<file path="config.mk">
export PLATFORM = sky130hd
export DESIGN_NAME = fractal_sync_rsp
export DESIGN_NICKNAME = d
export VERILOG_FILES = /design/src/rtl/fractal_sync_rsp.sv
export SDC_FILE = /design/constraint.sdc
export NUM_CORES = 1
export LEC_CHECK = 0
export ABC_AREA = 1
export CELL_PAD_IN_SITES_DETAIL_PLACEMENT = 1
export CELL_PAD_IN_SITES_GLOBAL_PLACEMENT = 2
export CORE_ASPECT_RATIO = 1.5
export CORE_MARGIN = 3
export CORE_UTILIZATION = 34
export CTS_CLUSTER_SIZE = 30
export DETAILED_ROUTE_END_ITERATION = 8
export PLACE_DENSITY_LB_ADDON = 0.15
export RECOVER_POWER = 25
export SETUP_SLACK_MARGIN = 0.4
export SLEW_MARGIN = 20
export SYNTH_ARGS = -nofsm -noshare
export SYNTH_HDL_FRONTEND = slang
export SYNTH_SLANG_ARGS = --single-unit
export TNS_END_PERCENT = 1
</file>
<file path="constraint.sdc">
create_clock -name clk_i -period 5.5 [get_ports clk_i]
set_input_delay 1.1 -clock clk_i [delete_from_list [all_inputs] [get_ports clk_i]]
set_output_delay 1.1 -clock clk_i [all_outputs]
set_load 0.01 [all_outputs]
</file>
<file path="src/rtl/fractal_sync_rsp.sv">
// Barrier-synchronisation responder for two child ports (a, b).
//
// Each child issues sync requests carrying a target level and a barrier id.
// A barrier completes once both children have synced on it. Completed
// barriers are queued in a small FIFO, and each one is released as a
// simultaneous wake pulse on both ports. Malformed requests are answered with
// an error pulse on the offending port. These are invalid level, double sync
// and FIFO overflow.
//
// Ports:
//   clk_i, rst_ni                  clock, asynchronous active-low reset
//   sync_p_i, level_p_i, id_p_i    request pulse, level, barrier id (p = a, b)
//   wake_p_o                       barrier released (both ports together)
//   level_p_o, id_p_o              response level / id (0 when idle)
//   error_p_o                      request on this port was rejected
module fractal_sync_rsp #(
    parameter int unsigned LVL_WIDTH  = 2,
    parameter int unsigned LVL_OFFSET = 1,
    parameter int unsigned ID_WIDTH   = 2,
    parameter int unsigned ID_OFFSET  = 1,
    parameter int unsigned FIFO_DEPTH = 4
) (
    input  logic                          clk_i,
    input  logic                          rst_ni,
    input  logic                          sync_a_i,
    input  logic [LVL_WIDTH-1:0]          level_a_i,
    input  logic [ID_WIDTH-1:0]           id_a_i,
    input  logic                          sync_b_i,
    input  logic [LVL_WIDTH-1:0]          level_b_i,
    input  logic [ID_WIDTH-1:0]           id_b_i,
    output logic                          wake_a_o,
    output logic [LVL_WIDTH-LVL_OFFSET-1:0] level_a_o,
    output logic [ID_WIDTH+ID_OFFSET-1:0] id_a_o,
    output logic                          error_a_o,
    output logic                          wake_b_o,
    output logic [LVL_WIDTH-LVL_OFFSET-1:0] level_b_o,
    output logic [ID_WIDTH+ID_OFFSET-1:0] id_b_o,
    output logic                          error_b_o
);

    localparam int unsigned NumBar = 2 ** ID_WIDTH;
    localparam int unsigned LvlOW  = LVL_WIDTH - LVL_OFFSET;
    localparam int unsigned IdOW   = ID_WIDTH + ID_OFFSET;
    localparam int unsigned EntW   = LvlOW + ID_WIDTH;
    localparam int unsigned PtrW   = $clog2(FIFO_DEPTH);
    localparam int unsigned CntW   = PtrW + 1;

    // FIFO entry: {response level, barrier id}
    logic [EntW-1:0]   mem_q [FIFO_DEPTH];
    logic [EntW-1:0]   mem_d [FIFO_DEPTH];
    logic [PtrW-1:0]   rd_ptr_q, rd_ptr_d, wr_ptr_q, wr_ptr_d;
    logic [CntW-1:0]   count_q, count_d;
    logic [NumBar-1:0] pend_a_q, pend_a_d, pend_b_q, pend_b_d;

    logic              wake_q, wake_d;
    logic              err_a_q, err_a_d, err_b_q, err_b_d;
    logic [LvlOW-1:0]  lvl_a_q, lvl_a_d, lvl_b_q, lvl_b_d;
    logic [IdOW-1:0]   id_a_q, id_a_d, id_b_q, id_b_d;

    logic              fresh_a, fresh_b, rej_a, rej_b, simult, cmp_a, cmp_b;
    logic              pop, bypass, ovf_a, ovf_b;
    logic [EntW-1:0]   ent_a, ent_b, e0, head;
    int unsigned       cnt, n_cmp, space, n_acc, n_wr;

    always_comb begin
        // A fresh request is well-formed and its pend bit is still clear;
        // every other sync is rejected (bad level or double sync).
        fresh_a = sync_a_i && (level_a_i == LVL_WIDTH'(1)) && !pend_a_q[id_a_i];
        fresh_b = sync_b_i && (level_b_i == LVL_WIDTH'(1)) && !pend_b_q[id_b_i];
        rej_a   = sync_a_i && !fresh_a;
        rej_b   = sync_b_i && !fresh_b;

        // Before this cycle no barrier has both bits set, so only the ids
        // touched by fresh requests can complete now.
        simult = fresh_a && fresh_b && (id_a_i == id_b_i);
        cmp_a  = fresh_a && (pend_b_q[id_a_i] || simult);
        cmp_b  = fresh_b && pend_a_q[id_b_i];

        ent_a = {level_a_i[LVL_WIDTH-1:LVL_OFFSET], id_a_i};
        ent_b = {level_b_i[LVL_WIDTH-1:LVL_OFFSET], id_b_i};
        e0    = cmp_a ? ent_a : ent_b;   // a-completed entry goes first
        n_cmp = 32'(cmp_a) + 32'(cmp_b);
        cnt   = 32'(count_q);

        // Pop is tried first. An overflow error would itself stall the pop,
        // so room is re-evaluated without it whenever pushes do not fit.
        pop   = ((cnt != 0) || (n_cmp != 0)) && !rej_a && !rej_b;
        space = FIFO_DEPTH - cnt + ((pop && cnt != 0) ? 1 : 0);
        if (n_cmp > space) begin
            pop   = 1'b0;
            space = FIFO_DEPTH - cnt;
        end
        n_acc = (n_cmp < space) ? n_cmp : space;

        ovf_a = 1'b0;
        ovf_b = (n_cmp == 2) && (n_acc < 2);
        if (n_cmp >= 1 && n_acc == 0) begin
            ovf_a = cmp_a;
            ovf_b = ovf_b | (cmp_a ? simult : 1'b1);
        end

        // An empty FIFO hands this cycle's first completion straight to the
        // output, giving single-cycle sync-to-wake latency.
        bypass = pop && (cnt == 0);
        head   = bypass ? e0 : mem_q[rd_ptr_q];
        n_wr   = n_acc - (bypass ? 1 : 0);

        mem_d = mem_q;
        if (n_wr >= 1) mem_d[wr_ptr_q] = bypass ? ent_b : e0;
        if (n_wr >= 2) mem_d[wr_ptr_q + PtrW'(1)] = ent_b;
        wr_ptr_d = wr_ptr_q + PtrW'(n_wr);
        rd_ptr_d = rd_ptr_q + PtrW'((pop && !bypass) ? 1 : 0);
        count_d  = CntW'(cnt + n_wr - ((pop && !bypass) ? 1 : 0));

        pend_a_d = pend_a_q;
        pend_b_d = pend_b_q;
        if (fresh_a) pend_a_d[id_a_i] = 1'b1;
        if (fresh_b) pend_b_d[id_b_i] = 1'b1;
        if (cmp_a) begin
            pend_a_d[id_a_i] = 1'b0;
            pend_b_d[id_a_i] = 1'b0;
        end
        if (cmp_b) begin
            pend_a_d[id_b_i] = 1'b0;
            pend_b_d[id_b_i] = 1'b0;
        end

        // Errors and wakes are exclusive: any error forces pop low.
        wake_d  = pop;
        err_a_d = rej_a | ovf_a;
        err_b_d = rej_b | ovf_b;
        lvl_a_d = '0;
        id_a_d  = '0;
        lvl_b_d = '0;
        id_b_d  = '0;
        if (pop) begin
            lvl_a_d = head[EntW-1:ID_WIDTH];
            lvl_b_d = head[EntW-1:ID_WIDTH];
            id_a_d  = IdOW'(head[ID_WIDTH-1:0]);
            id_b_d  = IdOW'(head[ID_WIDTH-1:0]);
        end
        if (err_a_d) begin
            lvl_a_d = level_a_i[LVL_WIDTH-1:LVL_OFFSET];
            id_a_d  = IdOW'(id_a_i);
        end
        if (err_b_d) begin
            lvl_b_d = level_b_i[LVL_WIDTH-1:LVL_OFFSET];
            id_b_d  = IdOW'(id_b_i);
        end
    end

    always_ff @(posedge clk_i or negedge rst_ni) begin
        if (!rst_ni) begin
            for (int i = 0; i < FIFO_DEPTH; i++) mem_q[i] <= '0;
            rd_ptr_q <= '0;
            wr_ptr_q <= '0;
            count_q  <= '0;
            pend_a_q <= '0;
            pend_b_q <= '0;
            wake_q   <= 1'b0;
            err_a_q  <= 1'b0;
            err_b_q  <= 1'b0;
            lvl_a_q  <= '0;
            lvl_b_q  <= '0;
            id_a_q   <= '0;
            id_b_q   <= '0;
        end else begin
            mem_q    <= mem_d;
            rd_ptr_q <= rd_ptr_d;
            wr_ptr_q <= wr_ptr_d;
            count_q  <= count_d;
            pend_a_q <= pend_a_d;
            pend_b_q <= pend_b_d;
            wake_q   <= wake_d;
            err_a_q  <= err_a_d;
            err_b_q  <= err_b_d;
            lvl_a_q  <= lvl_a_d;
            lvl_b_q  <= lvl_b_d;
            id_a_q   <= id_a_d;
            id_b_q   <= id_b_d;
        end
    end

    assign wake_a_o  = wake_q;
    assign wake_b_o  = wake_q;
    assign error_a_o = err_a_q;
    assign error_b_o = err_b_q;
    assign level_a_o = lvl_a_q;
    assign level_b_o = lvl_b_q;
    assign id_a_o    = id_a_q;
    assign id_b_o    = id_b_q;

endmodule
</file>
==> run metrics, run 1 <==
Slew headroom=-37.6%; Post-synth EDFFs=0; CTS Root Cell=clkbuf_16; critical path class=primary input to flop; RSZ-0062 raised after global routing=true; status=complete, but fails checks; CP dominant cell by count=nand2_2; FF+latch count, synth=36; Net Sw Frac=42.9%; fillers=996; critical path required time=5660 ps; leakage power=2.07 nW; P_sw=0.000832 W; Least-Margin Pin Slew=2060 ps; failing checks=capacitance limit, slew limit; cts hold-fix bufs=0; final worst-path cycle share=93.6%; Top delay family on crit path=adder cells; GRT Resource Usage Total=19.9%; # DRC=0; routability congestion estimate=0.839; Setup TNS=0 ps; share of cells above drive strength 1=34.1%; Tmin final=5150 ps; Pwr Density=492 nW/um2; Worst Path Buf+Inv=4; routed wire length=8710 um; Die Span Y=116 um; Warnings, synthesis=0; final setup fails=0; number of buffers created by CTS=5; fin nets=498; register area share after synthesis=33.1%; Iter 0 DRT Violations=54; DIE WIDTH=79.0 um; DR vias/cell=4.82; n_diodes=0; vias in the first global route=2,974; post-synthesis cell type count=37; Slowest cell on crit path=fa_2; Synth Cell Area=2720 um2; Finished Layout Cells=568; initial antenna violation count=0; Clock Skew=3.88 ps; clk buf depth=2; CP max FO=4; PortBufs=21; Clk pwr share=16.7%; Reg clk slew, reported paths=50 ps; Slew Limit Fails=37; WP data arrival=5310 ps; worst hold-check path type=flop to flop; Core Area=7710 um2; Crit path largest cell delay=390 ps; final hold slack=540 ps; routed via count=2,737; first-pass GRT wire length=14,000 um; H-tree depth=2; clock latency on the worst-skew pair=280 ps; CP startpoint kind=primary input; Starting Density=35.3%; syn avg cell area=7.37 um2; Clock Sinks=36; fraction of registers with async set/reset=100%; Seq pwr share=23.4%; Post-DRT Antenna Nets=0; global route overflow=0; DP HPWL=6680 um; Die Area=9130 um2; detail-routed net length per standard cell=15.3 um; combinational power share=59.8%; FP Rows=39; fmax=0.194 GHz; Peak supply drop=0.000299 V; placed cells=543; Setup crit end kind=flop; Power Internal=0.00111 W; Mapped Cells=369; TritonCTS clock tree=done; max capacitance violation total=1; largest net degree at the start of global routing=37; Area Overhead vs Synth=44.9%; 1st-pass router iterations=4; IO Pins=24; Synth Flop Type=dfrtp_1; final hold vios=0
-- cell usage after synthesis (2+ instances only) --
library cell | instances | area (um2)
nor2_1 | 19 | 71.3
o21ai_0 | 8 | 40.0
a21oi_2 | 2 | 17.5
nor2_2 | 3 | 18.8
o21ai_1 | 2 | 10.0
a31oi_1 | 2 | 12.5
inv_4 | 3 | 18.8
ha_1 | 20 | 250
nand3_1 | 38 | 190
inv_1 | 58 | 218
o22ai_1 | 4 | 25.0
xor2_1 | 3 | 26.3
nand2_2 | 14 | 87.6
nor3_1 | 4 | 20.0
buf_4 | 3 | 22.5
o31ai_1 | 3 | 22.5
xnor2_1 | 4 | 35.0
a21oi_1 | 18 | 90.1
nand3_4 | 2 | 35.0
dfrtp_1 | 36 | 901
buf_6 | 4 | 45.0
nand2_1 | 91 | 342
a221oi_1 | 3 | 26.3
nand4_1 | 5 | 31.3
inv_2 | 7 | 26.3
nand3_2 | 2 | 20.0
-- power by group through the flow --
stage / clock network [W] / registers [W] / logic (W)
3_5_place_dp: 0 / 0.000458 / 0.000979
5_1_grt: 0.000349 / 0.000472 / 0.00130
4_1_cts: 0.000335 / 0.000457 / 0.00108
6_report: 0.000325 / 0.000455 / 0.00116
2_1_floorplan: 0 / 0.000439 / 0.000657
3_3_place_gp: 0 / 0.000453 / 0.000946
-- flip-flops by register name (all words and copies together) (netlist names), 2 cells and up --
name and flops:
wr_ptr_q 2, rd_ptr_q 2, pend_b_q 4, id_a_o 2, id_b_o 2, count_q 3, mem_q 12, pend_a_q 4
-- per-layer routing --
layer / up-vias / wire length [um] / track usage [%]
met5: - / 0 / 0
met4: 0 / 249 / 8.26
met3: 22 / 119 / 2.41
met2: 29 / 4980 / 39.2
met1: 1314 / 3360 / 20.7
li1: 1372 / - / -
-- cells by family (layout without fill, tap and decap cells) --
kind of cell / Yosys count / count (layout) / share of synthesized area, %
AOI/OAI and AO/OA: 47 / 47 / 11.2
adders and majority gates: 21 / 21 / 9.94
xor gates and xnor gates: 7 / 7 / 2.25
DFF: 36 / 36 / 33.1
other: 1 / 2 / 0.138
buffers and inverters: 76 / 172 / 12.3
and+or+nand+nor: 181 / 181 / 31.1
-- path summary, 6_finish.rpt --
kind	start	end	depth (start not counted)	slack [ps]
min in group asynchronous	rst_ni	wr_ptr_q[0]$_DFF_PN0_	1	1400
min	rd_ptr_q[0]$_DFF_PN0_	rd_ptr_q[0]$_DFF_PN0_	1	540
max reg2reg	count_q[0]$_DFF_PN0_	count_q[2]$_DFF_PN0_	27	770
min reg2reg	rd_ptr_q[0]$_DFF_PN0_	rd_ptr_q[0]$_DFF_PN0_	1	540
max in group asynchronous	rst_ni	mem_q[5]$_DFF_PN0_	1	2910
max	id_a_i[1]	count_q[2]$_DFF_PN0_	33	350
-- metrics by stage --
stage                     setup slack [ps]  util, %  instance area [um2]  power [W]
after floorplan                        183        -                 2780    0.00110
after global placement                -377     45.1                 3480    0.00140
after detailed placement              -546     45.1                 3480    0.00144
after CTS                              259     49.6                 3820    0.00187
after global routing                   111     51.1                 3940    0.00212
final                                  349     51.1                 3940    0.00194
-- what timing repair did --
item | 4_1_cts | 5_1_grt
buffers inserted | 15 | 2
gates resized for setup | 47 | 30
pin swaps | 24 | 29
endpoints found under the setup margin | 16 | 15
-- cell usage in the layout, fill, tap and decap left out, types with 6 or more instances in the layout --
master and instances:
ha_1 12, nand3_1 37, buf_6 6, nor2_1 15, inv_2 10, nand2_2 19, inv_1 54, nand2_4 6
clkdlybuf4s50_1 10, o21ai_0 7, nand2_1 81, dfrtp_1 36, buf_4 72, ha_4 7, a21oi_1 17
-- final cells by class --
cell class / instances / area (um2) / share of cell area (%)
flip-flops and latches: 36 / 901 / 22.9
repair buffers: 96 / 777 / 19.7
well taps: 102 / 128 / 3.24
inverters: 68 / 265 / 6.73
clock inverters: 2 / 35.0 / 0.889
clock buffers: 6 / 129 / 3.27
multi-input cells: 258 / 1710 / 43.3
(Power assumes the default switching activity.)
==> inputs of run 2 (changes only) <==
- ABC_AREA: 1 -> default
- CORE_UTILIZATION: 34 -> 37
- CTS_BUF_LIST: default -> sky130_fd_sc_hd__clkbuf_4 sky130_fd_sc_hd__clkbuf_8 sky130_fd_sc_hd__clkbuf_16
==> run metrics, run 2 <==
Setup crit end kind=flop; largest net degree at the start of global routing=37 (unchanged); Iter 0 DRT Violations=109 (+100%); Post-DRT Antenna Nets=0 (unchanged); routability congestion estimate=0.891 (+6.2%); Post-synth EDFFs=0 (unchanged); fmax=0.179 GHz (-7.7%); number of buffers created by CTS=5 (unchanged); initial antenna violation count=0 (unchanged); TritonCTS clock tree=done; post-synthesis cell type count=62 (+68%); Die Area=8430 um2 (-7.7%); Post-synth top cells=dfrtp_1, inv_1, nand2_1, ha_1; PortBufs=21 (unchanged); Area Overhead vs Synth=49.4%; FF+latch count, synth=36 (unchanged); Tmin final=5580 ps (+431 ps); DP HPWL=6620 um (-0.95%); Warnings, synthesis=0 (unchanged); final core occ=58.1% (+6.9 points); Synth Cell Area=2720 um2 (about the same); synth top area cells=dfrtp_1, ha_1, mux4_2, inv_1, nand2_1; most common cell after layout, fill and taps aside=buf_4; Slew Limit Fails=37 (unchanged); max capacitance violation total=1 (unchanged); Reg clk slew, reported paths=80 ps (+30 ps); Clock Skew=3.28 ps (-0.602 ps); vias in the first global route=2,924 (-1.7%); final hold vios=0 (unchanged); fillers=774 (-22%); FP Rows=37 (-5.1%); H-tree depth=2 (unchanged); failing checks=capacitance limit, slew limit, setup timing; cts hold-fix bufs=0 (unchanged); Peak supply drop=0.000196 V (-34%); Clock Sinks=36 (unchanged); Pwr Density=486 nW/um2 (-1.2%); routed via count=2,644 (-3.4%); RSZ-0062 raised after global routing=true; register area share after synthesis=33.1% (about the same); Synth top area share=33.1% (about the same); Core Area=6990 um2 (-9.3%); 1st-pass router iterations=4 (unchanged); GRT Resource Usage Total=22.2% (+2.3 points); CP max FO=6 (+2); # DRC=0 (unchanged); clk buf depth=2 (unchanged); Slew headroom=-35.9% (+1.7 points); status=complete, but fails checks; Least-Margin Pin Slew=2040 ps (-25.0 ps); clock latency on the worst-skew pair=300 ps (+20 ps); syn avg cell area=9.50 um2 (+29%); global route overflow=0 (unchanged); routed wire length=9250 um (+6.2%); PnR worst setup slack=-81.7 ps (-431 ps); final worst-path cycle share=101% (+7.8 points); Finished Cell Area=4060 um2 (+3.0%); DR vias/cell=5.58 (+16%); Slowest cell on crit path=mux4_2; detail-routed net length per standard cell=19.5 um (+27%); Die Span Y=111 um (-4.0%); fin nets=409 (-18%); IO Pins=24 (unchanged); CTS Root Cell=clkbuf_8; critical path required time=5690 ps (+30 ps); Mapped Cells=286 (-22%); Synth Flop Type=dfrtp_1; n_diodes=0 (unchanged); Crit path largest cell delay=470 ps (+80 ps); first-pass GRT wire length=15,000 um (+6.8%); largest area contributor in the netlist=dfrtp_1; leakage power=1.80 nW (-13%); WP data arrival=5770 ps (+460 ps); critical path class=primary input to flop; placed cell areas=3640 um2 (+4.6%); fraction of registers with async set/reset=100% (unchanged); Starting Density=38.9% (+3.6 points); max reg flops=12 (unchanged); final setup fails=10 (+10); share of cells above drive strength 1=41.6% (+7.5 points); DIE WIDTH=76.0 um (-3.9%); cell with the most instances after synthesis=dfrtp_1; CP startpoint kind=primary input; biggest regs=mem_q x12, pend_a_q x4, pend_b_q x4; Most flops, register=mem_q; commonest non-fill, non-tap cells in the layout=buf_4, dfrtp_1, inv_1; worst hold-check path type=flop to flop
## run 2: worst paths after layout
| check | start | endpoint | slack (ps) | cells after the start |
|---|---|---|---|---|
| worst max-delay path | id_a_i[0] | mem_q[11]$_DFF_PN0_ | -80 | 27 |
| worst min-delay path | mem_q[11]$_DFF_PN0_ | mem_q[11]$_DFF_PN0_ | 540 | 1 |
| worst max register to register | pend_a_q[0]$_DFF_PN0_ | mem_q[11]$_DFF_PN0_ | 390 | 26 |
| worst min register to register | mem_q[11]$_DFF_PN0_ | mem_q[11]$_DFF_PN0_ | 540 | 1 |
| max in group asynchronous | rst_ni | level_b_o$_DFF_PN0_ | 2950 | 1 |
| min in group asynchronous | rst_ni | mem_q[7]$_DFF_PN0_ | 1370 | 1 |
## run 2: kinds of logic after synthesis
group                    synth area share [%]
adder cells (fa/ha/maj)                  9.94
XOR/XNOR                                 2.58
flip-flops                               33.1
AND/OR/NAND/NOR                          16.0
multiplexers                             10.2
buffers and inverters                    6.17
other                                   0.138
AO/OA/AOI/OAI                            21.9
## run 2: final cells by class
cell class                      instances  area (um2)  area share [%]
Sequential cell                        36         901            22.2
Inverter                               23        88.8            2.19
Tap cell                               97         121            2.99
Clock buffer                            8        97.6            2.40
Multi-Input combinational cell        211        2050            50.5
Timing Repair Buffer                   99         802            19.8
## run 2: timing repair
action                                  in CTS  in global routing
endpoints found under the setup margin      25                 25
resized for setup                           55                 20
buffers inserted                             8                  4
pin swaps                                   33                 18
## run 2: critical path: cells and delay by family
| kind | cells | cell delay [ps] |
|---|---|---|
| AOI/OAI and AO/OA | 6 | 1000 |
| and+or+nand+nor | 11 | 1440 |
| muxes | 2 | 650 |
| adders and majority gates | 6 | 1330 |
| buffers and inverters | 2 | 230 |
## run 2: report_power, final
| part | switching [W] | internal (W) | leakage, nW | total [W] |
|---|---|---|---|---|
| registers | 0.000131 | 0.000374 | 0.432 | 0.000505 |
| clock network | 0.000106 | 0.000112 | 0.0523 | 0.000218 |
| logic | 0.000622 | 0.000628 | 1.31 | 0.00125 |
| total | 0.000860 | 0.00111 | 1.80 | 0.00197 |
## run 2: per-stage QoR
| stage | setup WS, ps | setup TNS (ps) | hold slack, ps | std cells | total power [W] |
|---|---|---|---|---|---|
| floorplan | -426 | -4860 | 468 | 287 | 0.00115 |
| global placement | -825 | -14510 | 512 | 454 | 0.00155 |
| detailed placement | -979 | -18370 | 524 | 454 | 0.00159 |
| CTS | -77.1 | -415 | 542 | 470 | 0.00190 |
| global route | -316 | -3330 | 574 | 474 | 0.00211 |
| finish | -81.7 | -407 | 537 | 474 | 0.00197 |
## run 2: per-layer routing
metal / GRT usage [%] / wire length (um) / up-vias
met5: 0 / 0 / -
met4: 7.62 / 149 / 0
met3: 2.60 / 187 / 11
met2: 42.5 / 5330 / 45
met1: 24.9 / 3580 / 1352
li1: - / - / 1236
